**src/rtl/race_pkg.sv**
```systemverilog
// Shared constants and types for the ring-oscillator race counter.
package race_pkg;

  localparam int CNT_W_DEF  = 16;
  localparam int SYNC_DEPTH = 2;

  typedef enum logic [1:0] {
    ST_IDLE = 2'd0,
    ST_RUN  = 2'd1,
    ST_DONE = 2'd2
  } race_state_e;

  // Bits needed to hold TIMEOUT_CYC-1, never less than one.
  function automatic int tmr_width(input int unsigned cyc);
    return (cyc > 1) ? $clog2(cyc) : 1;
  endfunction

endpackage

```
**src/rtl/ro_race_counter_if.sv**
```systemverilog
// Control/status bundle between the race counter and its host and arbiter.
interface ro_race_counter_if #(
  parameter int CNT_W = race_pkg::CNT_W_DEF
);

  logic             start;
  logic [CNT_W-1:0] target;
  logic             finished1;
  logic             finished2;
  logic             busy;
  logic [CNT_W-1:0] count1;
  logic [CNT_W-1:0] count2;
  logic             timeout;

  modport master (
    output start, target,
    input  finished1, finished2, busy, count1, count2, timeout
  );

  modport slave (
    input  start, target,
    output finished1, finished2, busy, count1, count2, timeout
  );

endinterface

```
**src/rtl/ro_edge_sync.sv**
```systemverilog
// Brings one raw ring-oscillator output into clk and emits a one-cycle pulse
// per rising edge (synchronizer followed by a registered edge detector).
module ro_edge_sync
  import race_pkg::*;
(
  input  logic clk,
  input  logic rst_n,
  input  logic ro_in,
  output logic rise
);

  logic [SYNC_DEPTH-1:0] sync_q, sync_d;
  logic                  prev_q, prev_d;
  logic                  rise_q, rise_d;

  always_comb begin
    sync_d = {sync_q[SYNC_DEPTH-2:0], ro_in};
    prev_d = sync_q[SYNC_DEPTH-1];
    rise_d = sync_q[SYNC_DEPTH-1] & ~prev_q;
  end

  always_ff @(posedge clk) begin
    if (!rst_n) begin
      sync_q <= '0;
      prev_q <= 1'b0;
      rise_q <= 1'b0;
    end else begin
      sync_q <= sync_d;
      prev_q <= prev_d;
      rise_q <= rise_d;
    end
  end

  assign rise = rise_q;

endmodule

```
**src/rtl/ro_race_counter.sv**
```systemverilog
// Races two ring oscillators to a common edge count and flags the winner(s).
// Optional RUN watchdog enabled by defining RACE_TIMEOUT_EN.
//
// state   | meaning
// IDLE    | after reset, waiting for start
// RUN     | counting synchronized RO edges toward the latched target
// DONE    | race over; flags and counts held until the next start
module ro_race_counter
  import race_pkg::*;
#(
  parameter int          CNT_W       = CNT_W_DEF,
  parameter int unsigned TIMEOUT_CYC = 65535
) (
  input  logic              clk,
  input  logic              rst_n,
  input  logic              ro1,
  input  logic              ro2,
  ro_race_counter_if.slave  bus
);

  race_state_e      state_q, state_d;
  logic [CNT_W-1:0] tgt_q, tgt_d;
  logic [CNT_W-1:0] cnt1_q, cnt1_d;
  logic [CNT_W-1:0] cnt2_q, cnt2_d;
  logic             fin1_q, fin1_d;
  logic             fin2_q, fin2_d;
  logic             rise1, rise2;
  logic             inc1, inc2, hit1, hit2;
  logic             launch;

  if (TIMEOUT_CYC == 0) begin : g_cfg_err
    $error("TIMEOUT_CYC must be at least 1");
  end

  ro_edge_sync u_sync1 (.clk(clk), .rst_n(rst_n), .ro_in(ro1), .rise(rise1));
  ro_edge_sync u_sync2 (.clk(clk), .rst_n(rst_n), .ro_in(ro2), .rise(rise2));

`ifdef RACE_TIMEOUT_EN
  localparam int TMR_W = tmr_width(TIMEOUT_CYC);

  logic [TMR_W-1:0] tmr_q, tmr_d;
  logic             to_q, to_d;
`endif

  always_comb begin
    state_d = state_q;
    tgt_d   = tgt_q;
    cnt1_d  = cnt1_q;
    cnt2_d  = cnt2_q;
    fin1_d  = fin1_q;
    fin2_d  = fin2_q;
    launch  = 1'b0;
`ifdef RACE_TIMEOUT_EN
    tmr_d   = tmr_q;
    to_d    = to_q;
`endif
    // Counts stay strictly below target in RUN, so the +1 never wraps.
    inc1 = rise1 && (cnt1_q != tgt_q);
    inc2 = rise2 && (cnt2_q != tgt_q);
    hit1 = inc1 && ((cnt1_q + CNT_W'(1)) == tgt_q);
    hit2 = inc2 && ((cnt2_q + CNT_W'(1)) == tgt_q);

    case (state_q)
      ST_IDLE, ST_DONE: begin
        if (bus.start) launch = 1'b1;
      end
      ST_RUN: begin
        if (fin1_q || fin2_q) begin
          state_d = ST_DONE;
        end else begin
          if (inc1) cnt1_d = cnt1_q + CNT_W'(1);
          if (inc2) cnt2_d = cnt2_q + CNT_W'(1);
          if (hit1) fin1_d = 1'b1;
          if (hit2) fin2_d = 1'b1;
`ifdef RACE_TIMEOUT_EN
          if (tmr_q == '0) begin
            if (!hit1 && !hit2) begin
              state_d = ST_DONE;
              to_d    = 1'b1;
            end
          end else begin
            tmr_d = tmr_q - TMR_W'(1);
          end
`endif
        end
      end
      default: state_d = ST_IDLE;
    endcase

    if (launch) begin
      state_d = ST_RUN;
      tgt_d   = (bus.target == '0) ? CNT_W'(1) : bus.target;
      cnt1_d  = '0;
      cnt2_d  = '0;
      fin1_d  = 1'b0;
      fin2_d  = 1'b0;
`ifdef RACE_TIMEOUT_EN
      tmr_d   = TMR_W'(TIMEOUT_CYC - 1);
      to_d    = 1'b0;
`endif
    end
  end

  always_ff @(posedge clk) begin
    if (!rst_n) begin
      state_q <= ST_IDLE;
      tgt_q   <= '0;
      cnt1_q  <= '0;
      cnt2_q  <= '0;
      fin1_q  <= 1'b0;
      fin2_q  <= 1'b0;
    end else begin
      state_q <= state_d;
      tgt_q   <= tgt_d;
      cnt1_q  <= cnt1_d;
      cnt2_q  <= cnt2_d;
      fin1_q  <= fin1_d;
      fin2_q  <= fin2_d;
    end
  end

`ifdef RACE_TIMEOUT_EN
  always_ff @(posedge clk) begin
    if (!rst_n) begin
      tmr_q <= '0;
      to_q  <= 1'b0;
    end else begin
      tmr_q <= tmr_d;
      to_q  <= to_d;
    end
  end

  assign bus.timeout = to_q;
`else
  assign bus.timeout = 1'b0;
`endif

  assign bus.finished1 = fin1_q;
  assign bus.finished2 = fin2_q;
  assign bus.count1    = cnt1_q;
  assign bus.count2    = cnt2_q;
  assign bus.busy      = (state_q == ST_RUN);

endmodule

```
**src/flat_wrapper.sv**
```systemverilog
// flat-port wrapper written by rule: the top's interface ports become plain ports
module ro_race_counter_flat import race_pkg::*;
#(
  parameter int          CNT_W       = CNT_W_DEF,
  parameter int unsigned TIMEOUT_CYC = 65535
)
  (clk, rst_n, ro1, ro2, bus_start, bus_target, bus_finished1, bus_finished2, bus_busy, bus_count1, bus_count2, bus_timeout);
  ro_race_counter_if #(.CNT_W(CNT_W)) bus_i ();
  input  logic clk;
  input  logic rst_n;
  input  logic ro1;
  input  logic ro2;
  input wire logic [$bits(bus_i.start)-1:0] bus_start;
  input wire logic [$bits(bus_i.target)-1:0] bus_target;
  output wire logic [$bits(bus_i.finished1)-1:0] bus_finished1;
  output wire logic [$bits(bus_i.finished2)-1:0] bus_finished2;
  output wire logic [$bits(bus_i.busy)-1:0] bus_busy;
  output wire logic [$bits(bus_i.count1)-1:0] bus_count1;
  output wire logic [$bits(bus_i.count2)-1:0] bus_count2;
  output wire logic [$bits(bus_i.timeout)-1:0] bus_timeout;
  assign bus_i.start = bus_start;
  assign bus_i.target = bus_target;
  assign bus_finished1 = bus_i.finished1;
  assign bus_finished2 = bus_i.finished2;
  assign bus_busy = bus_i.busy;
  assign bus_count1 = bus_i.count1;
  assign bus_count2 = bus_i.count2;
  assign bus_timeout = bus_i.timeout;
  ro_race_counter #(.CNT_W(CNT_W), .TIMEOUT_CYC(TIMEOUT_CYC)) u_core (.clk(clk), .rst_n(rst_n), .ro1(ro1), .ro2(ro2), .bus(bus_i));
endmodule
```
**config.mk**
```make
export PLATFORM = sky130hd
export DESIGN_NAME = ro_race_counter_flat
export DESIGN_NICKNAME = d
export VERILOG_FILES = /design/src/rtl/race_pkg.sv /design/src/rtl/ro_race_counter_if.sv /design/src/rtl/ro_edge_sync.sv /design/src/rtl/ro_race_counter.sv /design/src/flat_wrapper.sv
export SDC_FILE = /design/constraint.sdc
export NUM_CORES = 1
export LEC_CHECK = 0
export ABC_AREA = 1
export ABC_CLOCK_PERIOD_IN_PS = 5100
export CAP_MARGIN = 10
export CORE_ASPECT_RATIO = 0.5
export CORE_MARGIN = 5
export CORE_UTILIZATION = 30
export DETAILED_ROUTE_END_ITERATION = 7
export GPL_TIMING_DRIVEN = 0
export HOLD_SLACK_MARGIN = 0.1
export MAX_ROUTING_LAYER = met4
export SYNTH_ARGS = -nofsm -noshare
export SYNTH_HDL_FRONTEND = slang
export SYNTH_SLANG_ARGS = --single-unit
```
**constraint.sdc**
```tcl
create_clock -name clk -period 5.1 [get_ports clk]
set_clock_uncertainty 0.15 [all_clocks]
set_input_delay 0.765 -clock clk [delete_from_list [all_inputs] [get_ports clk]]
set_output_delay 0.765 -clock clk [all_outputs]
set_load 0.02 [all_outputs]
```
==> flow_metrics.py <==
metrics = {
    "sta": {
        "period_share": 0.518,
        "relSlewSlack": 0.648,
        "drv_slew": 0,
        "clock.fmax_mhz": 379,
        "setup_viol": 0,
        "worst-slew-pin-transition_ns": 0.528,
        "finalWorstSetupSlack_ns": 2.46,
        "finalCriticalPeriod_ns": 2.64,
        "rsz0062_at_grt": "false",
        "setup_tns_ns": 0,
        "hold_viol_final": 0,
    },
    "place": {
        "preCtsSetupSlack_ns": 2.14,
        "gp_congestion": 0.872,
        "dp.cells": 824,
        "io_buffers": 55,
        "dpl.hpwl_um": 9190,
    },
    "cts": {
        "holdBufCountCts": 0,
        "clkTransAtPathRegs_ns": 0.05,
        "cts_setup_buffers": 0,
        "cts_buffer_depth": 2,
        "cts_buffers": 9,
        "cts_sinks": 60,
        "cts_resized": 0,
        "clock_latency_ns": 0.33,
        "root_buffer": "clkbuf_16",
        "h-tree-depth": 3,
        "cts_tree": "done",
    },
    "critical_path": {
        "critPathMaxFanout": 10,
        "start_kind": "primary input",
        "crit_type": "in -> reg",
        "crit_required_ns": 5.20,
        "crit_path_end_kind": "flop",
        "crit_path_start": "bus_start",
        "cp.arrival_ns": 2.74,
        "timing.rr.start": "u_core.bus.count1[1]",
    },
    "finish": {
        "final_cells": 840,
        "diodes": 0,
        "drive_gt1_frac": 0.0756,
        "layout_commonest_cell": "nand2_1",
        "fin_nets": 695,
        "area_growth_pct": 27.6,
        "final_cell_mix": "nand2_1 (186), inv_1 (67), nor2_1 (67)",
    },
    "grt": {
        "grt_first_pass_wirelength_um": 18600,
        "overflow": 0,
        "antenna_found_initial": 0,
        "track_usage": 0.165,
        "grt_pass1_vias": 3579,
        "grt_max_degree": 11,
    },
    "yosys": {
        "ys_async_sr_fraction": 0,
        "yosysWarnings": 0,
        "synth_edf_count": 0,
        "muxShareOfSynthArea": 0,
        "synth_xor_area_frac": 0.0604,
        "ys_top_cells_by_area": "dfxtp_1 (32%), nand2_1 (19%), nand3_1 (6.8%), inv_1 (6.7%), nor2_1 (6.7%)",
        "synth_top_family_by_area": "simple AND/OR/NAND/NOR gates",
        "avgSynthCellArea_um2": 6.24,
        "ys.flop_type": "dfxtp_1",
        "synth_fa_ha_area_frac": 0.0133,
        "synth_nets": 629,
        "yosys.area_share.simple": 0.402,
        "synth_compound_gate_area_share": 0.104,
        "synth_top_area_frac": 0.319,
        "synth_area_um2": 3770,
        "yosysSeqAreaShare": 0.319,
        "yosys.area.top_type": "dfxtp_1",
        "ys_types": 37,
        "ys_ff_latch": 60,
        "syn_inst": 604,
    },
    "route": {
        "drtPass1Iterations": 5,
        "routed_wl_um": 11600,
        "detail_route.wl_per_cell_um": 13.8,
        "drt_iter0_markers": 214,
        "vias_per_cell": 4.66,
        "postRouteAntennaNets": 0,
        "drc_errors": 0,
        "num_vias": 3913,
    },
    "floorplan": {
        "dieArea_um2": 15000,
        "start_util": 0.313,
        "dieHeight_um": 89.3,
        "die_w_um": 169,
        "fp-row-count": 28,
        "coreArea_um2": 12100,
        "top_level_ports": 57,
    },
    "power_and_ir_drop": {
        "vdd_ir_drop_max_mv": 0.125,
        "p_per_area_nw_per_um2": 256,
        "p_leak_uw": 0.00199,
    },
    "flow_run": {
        "maxCapViolCount": 0,
    },
    "min_path": {
        "worstHoldStart": "u_core.u_sync1.prev_q",
        "hp-class": "reg -> reg",
    },
    "outcome": {
        "status": "complete, no violations",
    },
}
synthesized netlist by cell type, types with 5 or more instances:
library cell  instances
o21ai_0              39
inv_2                 8
inv_1                67
clkbuf_1              6
nor2_2                8
nand4_1               7
xnor2_1               7
a21oi_1              21
nor3_1               10
nand2_1             186
nand3_1              51
nor3b_1               5
xor2_1               19
nor2_1               67
dfxtp_1              60
state kept, by name (all words and copies together), names as in the netlist:
| signal | cells |
|---|---|
| u_core.state_q | 2 |
| u_core.bus.finished1 | 1 |
| u_core.u_sync2.rise | 1 |
| u_core.bus.finished2 | 1 |
| u_core.bus.count1 | 16 |
| u_core.bus.count2 | 16 |
| u_core.u_sync1.prev_q | 1 |
| u_core.u_sync1.rise | 1 |
| u_core.u_sync2.prev_q | 1 |
| u_core.tgt_q | 16 |
| u_core.u_sync2.sync_q | 2 |
| u_core.u_sync1.sync_q | 2 |
layer usage:
layer / part of all wire / up-vias / GRT usage
li1: - / 2065 / -
met1: 0.52 / 1750 / 0.221
met2: 0.43 / 82 / 0.251
met3: 0.043 / 16 / 0.0327
met4: 0.016 / 0 / 0.0538
met5: 0 / - / -
worst paths after layout:
check | to | slack, ns | cells past startpoint
worst max-delay path | u_core.tgt_q[4] | 2.46 | 7
worst min-delay path | u_core.u_sync1.rise | 0.24 | 1
worst min register to register | u_core.u_sync1.rise | 0.24 | 1
worst max register to register | u_core.bus.finished1 | 2.78 | 11
power breakdown:
part	leakage [uW]	internal, uW	switching (uW)	total, uW
clock	0.000146	373	216	589
sequential	0.000488	482	16.7	499
combinational	0.00135	55.9	85.8	142
total	0.00199	911	318	1230
cells by family after synthesis:
logic type | count (synthesis)
other | 1
AND/OR/NAND/NOR | 352
flip-flops | 60
buffers and inverters | 90
adder cells (fa/ha/maj) | 4
XOR/XNOR | 26
AO/OA/AOI/OAI | 71
final cells by class:
class	count	area (um2)
timing repair buffer	55	551
clock buffer	10	229
tap	165	206
buffer	13	91.3
clock inverter	6	55.1
fill	1309	7240
multi-input combinational	454	2190
inverter	77	289
sequential	60	1200
worst max-delay path, cell delays in order:
cell	delay (ns)
clkdlybuf4s50_1	0.41
nand2_1	0.15
inv_1	0.14
nor2_2	0.26
clkinv_1	0.42
clkbuf_1	0.36
o21ai_0	0.23
per-stage QoR:
stage	utilization	hold WS [ns]	instance area, um2	total power, uW
final	0.399	0.236	4810	1230
after floorplan	-	0.218	3770	593
after CTS	0.399	0.239	4810	1240
after global placement	0.376	0.224	4530	647
after global routing	0.399	0.258	4810	1280
after detailed placement	0.376	0.232	4530	648
Power figures use the tool's default switching activity.
